**config.mk**
```make
export PLATFORM = sky130hd
export DESIGN_NAME = mem_bus_arbiter_flat
export DESIGN_NICKNAME = d
export VERILOG_FILES = /design/src/rtl/mem_bus_arbiter_if.sv /design/src/rtl/mem_bus_arbiter.sv /design/src/flat_wrapper.sv
export SDC_FILE = /design/constraint.sdc
export NUM_CORES = 1
export LEC_CHECK = 0
export ABC_CLOCK_PERIOD_IN_PS = 5500
export BUFFER_PORTS_ARGS = -buffer_cell sky130_fd_sc_hd__buf_4
export CELL_PAD_IN_SITES_DETAIL_PLACEMENT = 0
export CELL_PAD_IN_SITES_GLOBAL_PLACEMENT = 1
export CORE_UTILIZATION = 25
export CTS_CLUSTER_DIAMETER = 40
export DETAILED_ROUTE_END_ITERATION = 8
export PLACE_DENSITY = 0.72
export SLEW_MARGIN = 20
export SYNTH_ARGS = -nofsm -noshare
export SYNTH_HDL_FRONTEND = slang
export SYNTH_SLANG_ARGS = --single-unit
```
**constraint.sdc**
```tcl
create_clock -name clk -period 5.5 [get_ports clk]
set_clock_uncertainty 0.1 [all_clocks]
set_input_delay 0 -clock clk [delete_from_list [all_inputs] [get_ports clk]]
set_output_delay 0 -clock clk [all_outputs]
set_load 0.01 [all_outputs]
```
**src/rtl/mem_bus_arbiter_if.sv**
```systemverilog
// Signal bundle between the CPU fetch/data ports, the arbiter and the memory controller.
// The master modport is the arbiter's view; slave is the CPU + memory side.
interface mem_bus_arbiter_if #(
    parameter int ADDR_W = 32,
    parameter int DATA_W = 32
);
    logic              if_req;
    logic [ADDR_W-1:0] if_addr;
    logic [DATA_W-1:0] if_data;
    logic              if_valid;

    logic              d_rd;
    logic              d_wr;
    logic [ADDR_W-1:0] d_addr;
    logic [DATA_W-1:0] d_wr_data;
    logic [DATA_W-1:0] d_rd_data;
    logic              d_valid;
    logic              err;

    logic [ADDR_W-1:0] bus_addr;
    logic [DATA_W-1:0] bus_wr_data;
    logic              bus_rd;
    logic              bus_wr;
    logic [DATA_W-1:0] bus_rd_data;
    logic              bus_ack;

    modport master (
        input  if_req, if_addr, d_rd, d_wr, d_addr, d_wr_data, bus_rd_data, bus_ack,
        output if_data, if_valid, d_rd_data, d_valid, err,
               bus_addr, bus_wr_data, bus_rd, bus_wr
    );

    modport slave (
        output if_req, if_addr, d_rd, d_wr, d_addr, d_wr_data, bus_rd_data, bus_ack,
        input  if_data, if_valid, d_rd_data, d_valid, err,
               bus_addr, bus_wr_data, bus_rd, bus_wr
    );
endinterface

```
**src/rtl/mem_bus_arbiter.sv**
```systemverilog
// Shares one single-ported memory bus between the fetch and data ports; data has priority,
// a streak limit bounds fetch starvation, a watchdog aborts hung transactions.
// Optional performance counters: define MEM_ARB_PERF_CNT_EN.
module mem_bus_arbiter #(
    parameter int ADDR_W      = 32,
    parameter int DATA_W      = 32,
    parameter int MAX_STREAK  = 4,
    parameter int TIMEOUT_CYC = 255
) (
    input  logic clk,
    input  logic rst_n,
    mem_bus_arbiter_if.master arb
`ifdef MEM_ARB_PERF_CNT_EN
    ,
    output logic [31:0] perf_if_grants,
    output logic [31:0] perf_d_grants,
    output logic [31:0] perf_wait_cycles
`endif
);

    localparam int WDOG_W = (TIMEOUT_CYC > 1) ? $clog2(TIMEOUT_CYC) : 1;

    typedef enum logic [1:0] {
        ST_IDLE  = 2'd0,
        ST_INSTR = 2'd1,
        ST_DATA  = 2'd2
    } state_t;

    state_t            r_state;
    logic [ADDR_W-1:0] r_bus_addr;
    logic [DATA_W-1:0] r_bus_wr_data;
    logic              r_bus_rd;
    logic              r_bus_wr;
    logic [DATA_W-1:0] r_if_data;
    logic              r_if_valid;
    logic [DATA_W-1:0] r_d_rd_data;
    logic              r_d_valid;
    logic              r_err;
    logic [3:0]        r_streak;
    logic [WDOG_W-1:0] r_wdog;

    logic w_if_pend;
    logic w_d_pend;
    logic w_grant_d;
    logic w_grant_i;
    logic w_timeout;
    logic w_done;

    // A port whose valid pulse is high this cycle still shows its old request; ignore it.
    assign w_if_pend = arb.if_req & ~r_if_valid;
    assign w_d_pend  = (arb.d_rd | arb.d_wr) & ~r_d_valid;

    assign w_grant_d = (r_state == ST_IDLE) & w_d_pend &
                       ((r_streak < 4'(MAX_STREAK)) | ~w_if_pend);
    assign w_grant_i = (r_state == ST_IDLE) & ~w_grant_d & w_if_pend;

    assign w_timeout = (TIMEOUT_CYC != 0) && !arb.bus_ack &&
                       (r_wdog == WDOG_W'(TIMEOUT_CYC - 1));
    assign w_done    = arb.bus_ack | w_timeout;

    // NOTE: state uses non-blocking assignments so every register sees pre-edge values.
    always_ff @(posedge clk) begin
        if (!rst_n) begin
            r_state       <= ST_IDLE;
            r_bus_addr    <= '0;
            r_bus_wr_data <= '0;
            r_bus_rd      <= 1'b0;
            r_bus_wr      <= 1'b0;
            r_if_data     <= '0;
            r_if_valid    <= 1'b0;
            r_d_rd_data   <= '0;
            r_d_valid     <= 1'b0;
            r_err         <= 1'b0;
            r_streak      <= '0;
            r_wdog        <= '0;
        end else begin
            r_if_valid <= 1'b0;
            r_d_valid  <= 1'b0;
            r_err      <= 1'b0;

            case (r_state)
                ST_IDLE: begin
                    if (w_grant_d) begin
                        r_state       <= ST_DATA;
                        r_bus_addr    <= arb.d_addr;
                        r_bus_wr_data <= arb.d_wr_data;
                        r_bus_wr      <= arb.d_wr;
                        r_bus_rd      <= ~arb.d_wr;
                        r_wdog        <= '0;
                        if (r_streak < 4'(MAX_STREAK)) begin
                            r_streak <= r_streak + 4'd1;
                        end
                    end else if (w_grant_i) begin
                        r_state       <= ST_INSTR;
                        r_bus_addr    <= arb.if_addr;
                        r_bus_wr_data <= '0;
                        r_bus_rd      <= 1'b1;
                        r_bus_wr      <= 1'b0;
                        r_wdog        <= '0;
                        r_streak      <= '0;
                    end
                end

                ST_INSTR, ST_DATA: begin
                    if (w_done) begin
                        r_state  <= ST_IDLE;
                        r_bus_rd <= 1'b0;
                        r_bus_wr <= 1'b0;
                        r_err    <= w_timeout;
                        if (r_state == ST_INSTR) begin
                            r_if_valid <= 1'b1;
                            r_if_data  <= arb.bus_ack ? arb.bus_rd_data : '0;
                        end else begin
                            r_d_valid   <= 1'b1;
                            r_d_rd_data <= (arb.bus_ack && r_bus_rd) ? arb.bus_rd_data : '0;
                        end
                    end else if (TIMEOUT_CYC != 0) begin
                        r_wdog <= r_wdog + 1'b1;
                    end
                end

                default: r_state <= ST_IDLE;
            endcase
        end
    end

    assign arb.bus_addr    = r_bus_addr;
    assign arb.bus_wr_data = r_bus_wr_data;
    assign arb.bus_rd      = r_bus_rd;
    assign arb.bus_wr      = r_bus_wr;
    assign arb.if_data     = r_if_data;
    assign arb.if_valid    = r_if_valid;
    assign arb.d_rd_data   = r_d_rd_data;
    assign arb.d_valid     = r_d_valid;
    assign arb.err         = r_err;

`ifdef MEM_ARB_PERF_CNT_EN
    logic [31:0] r_perf_if_grants;
    logic [31:0] r_perf_d_grants;
    logic [31:0] r_perf_wait_cycles;
    logic        w_if_served;
    logic        w_d_served;
    logic        w_wait;

    // A request counts as waiting unless its transaction is on the bus or being granted now.
    assign w_if_served = (r_state == ST_INSTR) | w_grant_i;
    assign w_d_served  = (r_state == ST_DATA) | w_grant_d;
    assign w_wait      = (w_if_pend & ~w_if_served) | (w_d_pend & ~w_d_served);

    always_ff @(posedge clk) begin
        if (!rst_n) begin
            r_perf_if_grants   <= '0;
            r_perf_d_grants    <= '0;
            r_perf_wait_cycles <= '0;
        end else begin
            if (w_grant_i) r_perf_if_grants <= r_perf_if_grants + 32'd1;
            if (w_grant_d) r_perf_d_grants <= r_perf_d_grants + 32'd1;
            if (w_wait)    r_perf_wait_cycles <= r_perf_wait_cycles + 32'd1;
        end
    end

    assign perf_if_grants   = r_perf_if_grants;
    assign perf_d_grants    = r_perf_d_grants;
    assign perf_wait_cycles = r_perf_wait_cycles;
`endif

endmodule
```
**src/flat_wrapper.sv**
```systemverilog
// flat-port wrapper written by rule: the top's interface ports become plain ports
module mem_bus_arbiter_flat 
#(
    parameter int ADDR_W      = 32,
    parameter int DATA_W      = 32,
    parameter int MAX_STREAK  = 4,
    parameter int TIMEOUT_CYC = 255
)
  (clk, rst_n, arb_if_req, arb_if_addr, arb_d_rd, arb_d_wr, arb_d_addr, arb_d_wr_data, arb_bus_rd_data, arb_bus_ack, arb_if_data, arb_if_valid, arb_d_rd_data, arb_d_valid, arb_err, arb_bus_addr, arb_bus_wr_data, arb_bus_rd, arb_bus_wr);
  mem_bus_arbiter_if #(.ADDR_W(ADDR_W), .DATA_W(DATA_W)) arb_i ();
  input  logic clk;
  input  logic rst_n;
  input wire logic [$bits(arb_i.if_req)-1:0] arb_if_req;
  input wire logic [$bits(arb_i.if_addr)-1:0] arb_if_addr;
  input wire logic [$bits(arb_i.d_rd)-1:0] arb_d_rd;
  input wire logic [$bits(arb_i.d_wr)-1:0] arb_d_wr;
  input wire logic [$bits(arb_i.d_addr)-1:0] arb_d_addr;
  input wire logic [$bits(arb_i.d_wr_data)-1:0] arb_d_wr_data;
  input wire logic [$bits(arb_i.bus_rd_data)-1:0] arb_bus_rd_data;
  input wire logic [$bits(arb_i.bus_ack)-1:0] arb_bus_ack;
  output wire logic [$bits(arb_i.if_data)-1:0] arb_if_data;
  output wire logic [$bits(arb_i.if_valid)-1:0] arb_if_valid;
  output wire logic [$bits(arb_i.d_rd_data)-1:0] arb_d_rd_data;
  output wire logic [$bits(arb_i.d_valid)-1:0] arb_d_valid;
  output wire logic [$bits(arb_i.err)-1:0] arb_err;
  output wire logic [$bits(arb_i.bus_addr)-1:0] arb_bus_addr;
  output wire logic [$bits(arb_i.bus_wr_data)-1:0] arb_bus_wr_data;
  output wire logic [$bits(arb_i.bus_rd)-1:0] arb_bus_rd;
  output wire logic [$bits(arb_i.bus_wr)-1:0] arb_bus_wr;
  assign arb_i.if_req = arb_if_req;
  assign arb_i.if_addr = arb_if_addr;
  assign arb_i.d_rd = arb_d_rd;
  assign arb_i.d_wr = arb_d_wr;
  assign arb_i.d_addr = arb_d_addr;
  assign arb_i.d_wr_data = arb_d_wr_data;
  assign arb_i.bus_rd_data = arb_bus_rd_data;
  assign arb_i.bus_ack = arb_bus_ack;
  assign arb_if_data = arb_i.if_data;
  assign arb_if_valid = arb_i.if_valid;
  assign arb_d_rd_data = arb_i.d_rd_data;
  assign arb_d_valid = arb_i.d_valid;
  assign arb_err = arb_i.err;
  assign arb_bus_addr = arb_i.bus_addr;
  assign arb_bus_wr_data = arb_i.bus_wr_data;
  assign arb_bus_rd = arb_i.bus_rd;
  assign arb_bus_wr = arb_i.bus_wr;
  mem_bus_arbiter #(.ADDR_W(ADDR_W), .DATA_W(DATA_W), .MAX_STREAK(MAX_STREAK), .TIMEOUT_CYC(TIMEOUT_CYC)) u_core (.clk(clk), .rst_n(rst_n), .arb(arb_i));
endmodule
```
# ---- Word-level counts from Yosys, hierarchy flattened
# Index checks and enable logic that the tools add are counted.
dict set report totals {
  ff_bits 147
  latch_bits 0
  ram_bits 0
  romBits 0
  output_inout_bits 133
  wordCells 78
  mem_count 0
}
dict set report op_classes {
  addsub 2
  mul 0
  div 0
  n_lt_le_gt_ge 1
  n_eq_ne 7
  shifts 0
  muxes 26
  bitwise_logic 15
  n_reduce_logical 15
}
# operator count
set ops {}
lappend ops {{32-bit 2-to-1 mux} 6}
lappend ops {{8-bit 2-to-1 mux} 3}
lappend ops {{3-bit AND reduction} 6}
lappend ops {{8-bit case mux with 2 select lines} 1}
lappend ops {{4-bit 2-to-1 mux} 3}
lappend ops {{8-bit by 1-bit adder with 8-bit output (second input constant)} 1}
lappend ops {{8-bit == test (second input constant)} 1}
lappend ops {{1-bit 2-to-1 mux} 7}
lappend ops {{1-bit AND} 6}
lappend ops {{2-bit 2-to-1 mux} 3}
lappend ops {{1-bit NOT} 6}
lappend ops {{4-bit by 1-bit adder with 4-bit output (second input constant)} 1}
lappend ops {{4-bit by 3-bit less-than comparator with 1-bit output (second input constant)} 1}
lappend ops {{2-bit inequality test (second input constant)} 2}
lappend ops {{1-bit case mux with 2 select lines} 2}
lappend ops {{2-bit case mux with 2 select lines} 1}
lappend ops {{2-bit AND reduction} 2}
lappend ops {{2-bit nonzero test} 2}
lappend ops {{3-bit by 1-bit inequality test with 1-bit output (second input constant)} 1}
lappend ops {{1-bit bitwise OR} 3}
lappend ops {{2-bit by 1-bit == test with 1-bit output (second input constant)} 1}
lappend ops {{2-bit == test (second input constant)} 1}
lappend ops {{1-bit logical AND} 2}
lappend ops {{2-bit logical NOT} 1}
lappend ops {{other kinds (3)} 3}

# ---- Depth between registers and ports, before layout
# Gate-level depths: netlist of run 1.
dict set report depth {
  depth_word 11
  mapped_depth 8
}

# ---- Worst setup path before layout of run 1
# Ideal clock, no wire load.
dict set report synth_path {
  kind {reg2reg}
  from {register u_core.r_state[0]}
  to {register u_core.r_wdog[6]}
  arrival_time_ps 1826
  required_ps 5330
  setup_slack_ps 3504
  stages_incl_launch_ff 9
  path_buffers 2
  synth_period_minus_slack_ps 1996
  path_cell_list {dfxtp_1 inv_1 ha_1 buf_2 nand2_1 o211ai_1 buf_2 or4_1 a21boi_1}
}
dict set report synth_between {
  elab_chain_len 8
}
# item line_no
set synth_lines {}
lappend synth_lines {{from (decl)} mem_bus_arbiter.sv:29} ;# state_t r_state;
lappend synth_lines {{from (signal assigned)} mem_bus_arbiter.sv:64} ;# r_state <= ST_IDLE;
lappend synth_lines {{from (signal assigned)} mem_bus_arbiter.sv:84} ;# r_state <= ST_DATA;
lappend synth_lines {{from (signal assigned)} mem_bus_arbiter.sv:94} ;# r_state <= ST_INSTR;
lappend synth_lines {{2-bit logical NOT} {mem_bus_arbiter.sv:53, mem_bus_arbiter.sv:55, mem_bus_arbiter.sv:81}}
lappend synth_lines {{1-bit AND (2 in a row)} mem_bus_arbiter.sv:53} ;# assign w_grant_d = (r_state == ST_IDLE) & w_d_pend &
lappend synth_lines {{1-bit NOT} mem_bus_arbiter.sv:55} ;# assign w_grant_i = (r_state == ST_IDLE) & ~w_grant_d & w_if_pend;
lappend synth_lines {{1-bit AND (2 in a row)} mem_bus_arbiter.sv:55}
lappend synth_lines {{3-bit by 1-bit inequality test with 1-bit output (no source line)} n/a}
lappend synth_lines {{3-bit AND reduction (no source line)} n/a}
lappend synth_lines {{to (signal assigned)} mem_bus_arbiter.sv:118} ;# r_wdog <= r_wdog + 1'b1;
lappend synth_lines {{to (decl)} mem_bus_arbiter.sv:40} ;# logic [WDOG_W-1:0] r_wdog;
# Parallel ways exist; a longest one is shown, timed or not.
# A chain may end at the register's enable or synchronous reset.

# ---- Worst setup path in the final report of run 1
dict set report layout_path {
  from {register u_core.r_state[0]}
  to {register u_core.r_bus_addr[12] (netlist: u_core.arb.bus_addr[12])}
}
dict set report layout_between {
  elab_chain_len 8
}
# item line_no
set layout_lines {}
lappend layout_lines {{2-bit logical NOT (*)} {mem_bus_arbiter.sv:53, mem_bus_arbiter.sv:55, mem_bus_arbiter.sv:81}}
lappend layout_lines {{1-bit AND (2 in a row)} mem_bus_arbiter.sv:53}
lappend layout_lines {{1-bit NOT} mem_bus_arbiter.sv:55}
lappend layout_lines {{1-bit AND (2 in a row)} mem_bus_arbiter.sv:55}
lappend layout_lines {{2-bit nonzero test (no source line)} n/a}
lappend layout_lines {{2-bit AND reduction (no source line)} n/a}
lappend layout_lines {{to (signal assigned)} mem_bus_arbiter.sv:85} ;# r_bus_addr <= arb.d_addr;
lappend layout_lines {{to (signal assigned)} mem_bus_arbiter.sv:95} ;# r_bus_addr <= arb.if_addr;
lappend layout_lines {{to (decl)} mem_bus_arbiter.sv:30} ;# logic [ADDR_W-1:0] r_bus_addr;
# Every way passes the cells marked *; elsewhere a longest branch is shown, timed or not.

==> results of run 1 <==
## layout by cell type, fill, tap and decap left out, types with 6 or more instances in the layout
master	instances
a21oi_1	6
a22o_1	63
a31oi_1	34
buf_4	275
clkbuf_16	17
dfxtp_1	147
dlygate4sd3_1	131
ha_1	8
inv_1	10
mux2i_1	35
nand2_1	139
nand3_1	6
nand4_1	6
o21ai_0	37
## sequential cells by signal (all words and copies together), names as in the netlist
signal,cells
u_core.arb.bus_wr,1
u_core.arb.bus_wr_data,32
u_core.arb.bus_addr,32
u_core.r_streak,4
u_core.arb.if_valid,1
u_core.arb.err,1
u_core.arb.d_valid,1
u_core.arb.d_rd_data,32
u_core.arb.if_data,32
u_core.r_state,2
u_core.r_wdog,8
u_core.arb.bus_rd,1
## worst register-to-register path, stage by stage, from the launching register on
cell           delay (ns)
dfxtp_1              0.34
inv_1                0.12
ha_1                 0.45
a21boi_4             0.37
buf_4                0.46
o21ai_0              0.19
a31oi_1              0.20
dlygate4sd3_1        0.57
## cells in the mapped netlist, drive strengths merged, types with 6 or more instances
cell type / instances
clkbuf: 26
dfxtp: 147
o21ai: 37
a21oi: 7
nor2: 7
buf: 23
a31oi: 34
a22o: 63
inv: 10
nand4: 6
ha: 8
mux2i: 35
nand3: 6
nand2: 139
## layer usage
metal  up-vias  GRT usage, %  wire (um)
met2       208          27.1       8920
li1       2883             -          -
met4         0          5.20        143
met5         -             0          0
met1      2595          19.8       8610
met3        10          4.98       1210
## final timing paths
path | from | endpoint | slack, ns | depth (start not counted)
hold / removal | arb_d_rd | u_core.r_streak[1] | 0.1 | 4
setup reg to reg | u_core.r_state[0] | u_core.arb.bus_addr[12] | 2.66 | 7
setup / recovery | u_core.r_state[0] | u_core.arb.bus_addr[12] | 2.66 | 7
hold reg to reg | u_core.arb.d_rd_data[24] | u_core.arb.d_rd_data[24] | 0.36 | 2
## power by group through the flow
stage / clock network [mW] / registers, mW / logic [mW]
2_1_floorplan: 0 / 1.39 / 0.484
3_3_place_gp: 0 / 1.34 / 0.995
3_5_place_dp: 0 / 1.34 / 0.998
4_1_cts: 1.23 / 1.32 / 1.16
5_1_grt: 1.28 / 1.34 / 1.26
6_report: 1.20 / 1.32 / 1.15
## logic make-up after synthesis
kind of cell    after synthesis  share of synthesized area (%)
buf+inv                      59                           4.54
compound gates              165                           21.7
flops                       147                           52.1
simple gates                180                           13.7
fa+ha+maj                     8                           1.77
mux                          35                           6.20
## timing repair
item | CTS | global route
endpoints found under the setup margin | 0 | 0
hold buffers | 131 | 0
endpoints found under the hold margin | 138 | 0
gates resized for setup | 0 | 0
## final cells by class
type                    instances  area [sq um]
fillers                      2114         12200
repair buffers                406          3380
flip-flops and latches        147          2940
multi-input cells             388          2490
clock buffers                  18           439
well taps                     280           350
clock inverters                14           165
inverters                      10          37.5
## metrics by stage
| step | instances | area (sq um) | hold slack, ns |
|---|---|---|---|
| final | 1263 | 9800 | 0.0959 |
| after global routing | 1263 | 9800 | 0.0999 |
| after CTS | 1263 | 9800 | 0.0668 |
| after detailed placement | 1100 | 7880 | 0.121 |
| after global placement | 1100 | 7880 | 0.116 |
| after floorplan | 594 | 5650 | 0.0255 |
==> qor.yml, run 1 <==
combinationalPowerShare_pct: 31.4
end_kind: "flip-flop"
track_usage_pct: 16.2
ys_top_cells_by_area: "dfxtp_1 (52%), a22o_1 (9.8%), nand2_1 (9.2%)"
drt_first_pass_iters: 8
dr_total_vias: 5696
finalCritPeriodShare_pct: 51.7
std_cell_rows: 54
violations: "design-rule violations"
hold_path_class: "input pin to flip-flop"
drc: 22
power_frac_seq_pct: 36.0
ys_types: 46
start_util_pct: 25.7
critPathBufInv: 3
ant_nets: 0
slowest_delay_ns: 0.57
gp_routability_congestion: 0.745
diodes: 0
cts_root_buf: "clkbuf_16"
path_cells: "inv_1, ha_1, a21boi_4, buf_4, o21ai_0, a31oi_1, dlygate4sd3_1"
status: "finished, violations left"
grt_start_max_net_pins: 74
p_leak_nw: 4.30
cts_inserted_buffers: 17
grt_antenna_before_repair: 0
crit_fanout: 55
grt_first_pass_wirelength_um: 29900
post_cts_buffers: 0
critPathLaunchType: "flip-flop"
fin_crit_ns: 2.84
portBuffers: 266
cp_slowest_cell: "dlygate4sd3_1"
cp_top_family: "buffers and inverters"
p_per_area_nw_per_um2: 375
die_h_um: 152
required_ns: 5.77
rsz0062_at_grt: "false"
final-hold-violation-count: 0
cts.reportedPaths.clkPinSlew_ns: 0.07
clock_path_buffers: 2
coreArea_sq_um: 22000
via_per_inst: 4.51
area_delta_synth_final_pct: 73.3
switching_power_mw: 1.17
synthCells: 594
cp.arrival_ns: 3.11
fin_util_pct: 44.5
cts_tree: "built"
synthArstFlopShare_pct: 0
clock_sinks: 147
drive_above_1_share_pct: 32.3
wl_per_cell_um: 14.9
max_clock_freq_mhz: 352
pin_count: 267
synth_nets: 736
wirelength_um: 18900
slew_headroom_pct: 47.8
grt_overflow_total: 0
syn_area_sq_um: 5650
synth_top_area_share_pct: 52.1
power_mw: 3.67
ir_drop_mv: 0.190
dr.first_iter.drc_count: 283
dp_hpwl_um: 12100
slew_viol_final: 0
worstMarginPinSlew_ns: 0.784
dpl_worst_slack_ns: 2.99
synth_largest_area_cell: "dfxtp_1"
fp.dieW_um: 152
finalSetupViolCount: 0
htreeDepth: 4
path_class: "flip-flop to flip-flop"
synthFlopType: "dfxtp_1"
avgSynthCellArea_sq_um: 9.51
setup_tns_ns: 0
p_int_mw: 2.50
p_clk_share_pct: 32.6
maxCapViolCount: 0
insertion_delay_ns: 0.41
layout_setup_ws_ns: 2.66
yosys_register_bits: 147
die_area_sq_um: 23200
synth_edf_count: 0
switching_share_pct: 31.9
yosys_warnings: 0
synth-seq-area-share_pct: 52.1
fin_nets: 1112
grt_pass1_vias: 5789
Note: power is estimated with default switching activity, not from simulation.
==> run 2: changes to the inputs <==
- ABC_CLOCK_PERIOD_IN_PS: 5500 -> 2900
- clock period: 5.5 -> 2.9 ns (I/O delays scaled with it)
==> run 2 against run 1 <==
  * The flow still finishes with violations (design-rule violations)
  * Critical path depth stayed put
  * Sequential share of layout area fell by 0.24 points
  * Maximum frequency increased by 12%
  * Critical path type unchanged
  * Via count increased by 2.4%
  * Largest power group unchanged
  * Register-to-register slack got worse by 2.3 ns
==> qor.yml, run 2 (synthesis results as in run 1) <==
cp.arrival_ns: 2.81  # -0.30 ns
start_util_pct: 25.7  # unchanged
r2r_start: "u_core.r_state[0]"
rsz0062_at_grt: "false"
wirelength_um: 19200  # +1.9%
end_kind: "flip-flop"
cts.reportedPaths.clkPinSlew_ns: 0.07  # about the same
violations: "design-rule violations"
layout_commonest_cell: "buf_4"
grt_pass1_vias: 5813  # +0.41%
path_cells: "inv_1, ha_2, a21boi_4, buf_6, o21ai_0, a31oi_1, dlygate4sd3_1"
hold_path.startpoint: "arb_d_rd"
die_h_um: 152  # unchanged
gp_routability_congestion: 0.718  # -3.7%
postLayoutCellArea_sq_um: 9880  # +0.82%
hold_slack_ns: 0.0926  # -0.00333 ns
fp.dieW_um: 152  # unchanged
setup_tns_ns: 0  # unchanged
dp_hpwl_um: 12800  # +5.5%
max_clock_freq_mhz: 393  # +12%
cts_tree: "built"
wl_met3_um: 1520  # +25%
slowest_delay_ns: 0.57  # about the same
worstMarginPinSlew_ns: 0.786  # +0.00272 ns
finalSetupViolCount: 0  # unchanged
coreArea_sq_um: 22000  # unchanged
diodes: 0  # unchanged
fin_crit_ns: 2.54  # -0.298 ns
crit_fanout: 60  # +9.1%
crit_start: "u_core.r_state[0]"
fill_cells: 2138  # +1.1%
ant_nets: 0  # unchanged
cp_slowest_cell: "dlygate4sd3_1"
drive_above_1_share_pct: 32.6  # +0.21 points
ir_drop_mv: 0.460  # +140%
cts_inserted_buffers: 17  # unchanged
cts_root_buf: "clkbuf_16"
insertion_delay_ns: 0.42  # about the same
hold_path_class: "input pin to flip-flop"
post_cts_buffers: 0  # unchanged
drt-met1-wl_um: 8150  # -5.3%
via_per_inst: 4.61  # +2.1%
dr.first_iter.drc_count: 321  # +13%
maxCapViolCount: 0  # unchanged
finalCritPeriodShare_pct: 87.8  # +36 points
area_delta_synth_final_pct: 74.8
portBuffers: 266  # unchanged
grt_overflow_total: 0  # unchanged
status: "finished, violations left"
clock_path_buffers: 2  # unchanged
std_cell_rows: 54  # unchanged
mostFrequentLayoutCells: "buf_4 (273), dfxtp_1 (147), nand2_1 (139)"
htreeDepth: 4  # unchanged
highest_layer: "met4"
grt_antenna_before_repair: 0  # unchanged
met2_length_um: 9400  # +5.4%
path_class: "flip-flop to flip-flop"
die_area_sq_um: 23200  # unchanged
fin_nets: 1115  # +0.27%
slew_headroom_pct: 47.4  # -0.41 points
slew_viol_final: 0  # unchanged
grt_start_max_net_pins: 61  # -18%
drt_first_pass_iters: 9  # +1
final-hold-violation-count: 0  # unchanged
wl_per_cell_um: 15.2  # +1.7%
critPathLaunchType: "flip-flop"
track_usage_pct: 16.6  # +0.40 points
clock_sinks: 147  # unchanged
drc: 21  # -4.5%
p_leak_nw: 4.32  # +0.40%
dr_total_vias: 5831  # +2.4%
pin_count: 267  # unchanged
p_per_area_nw_per_um2: 719  # +92%
required_ns: 3.17  # -2.60 ns
grt_first_pass_wirelength_um: 30700  # +2.8%
placed_cell_area_sq_um: 7930  # +0.67%
[run 2: final timing paths]
| kind | cells after the start | end | slack, ns |
|---|---|---|---|
| worst min register to register | 2 | u_core.arb.d_rd_data[28] | 0.36 |
| worst max register to register | 7 | u_core.arb.bus_addr[21] | 0.36 |
| worst min-delay path | 4 | u_core.r_streak[1] | 0.09 |
| worst max-delay path | 7 | u_core.arb.bus_addr[21] | 0.36 |
[run 2: what timing repair did]
item                       CTS  global route
hold buffers               132             0
resized for setup            0             3
hold endpoints to repair   138             0
setup endpoints to repair    0            30
[run 2: layer usage]
layer	global-route usage (%)	vias to the layer above
li1	-	2873
met5	0	-
met3	5.20	16
met4	5.15	0
met2	28.5	220
met1	19.7	2722
[run 2: worst max-delay path: cells and delay by family (launching register included)]
family | cells | cell delay [ns]
adders and majority gates | 1 | 0.34
AOI/OAI and AO/OA | 3 | 0.63
DFF | 1 | 0.34
buffers and inverters | 3 | 1.07
[run 2: final cells by class]
cell class / instances / area (sq um) / area share, %
repair buffers: 409 / 3440 / 34.8
inverters: 10 / 37.5 / 0.380
clock buffers: 19 / 443 / 4.48
flip-flops and latches: 147 / 2940 / 29.8
multi-input cells: 388 / 2490 / 25.2
well taps: 280 / 350 / 3.55
clock inverters: 13 / 173 / 1.75
[run 2: power by group]
group | internal (mW) | total, mW | switching, mW | leakage (nW)
Clock | 1.39 | 2.34 | 0.948 | 0.292
Combinational | 1.14 | 2.26 | 1.12 | 2.82
Sequential | 2.32 | 2.50 | 0.177 | 1.20
[run 2: per-stage QoR]
stage	power (mW)	util, %	std cells	setup WS (ns)
5_1_grt	7.49	44.8	1266	0.135
2_1_floorplan	3.56	-	594	0.904
3_5_place_dp	4.48	36.0	1102	0.553
4_1_cts	7.15	44.8	1266	0.0908
6_report	7.10	44.8	1266	0.355
3_3_place_gp	4.48	36.0	1102	0.590
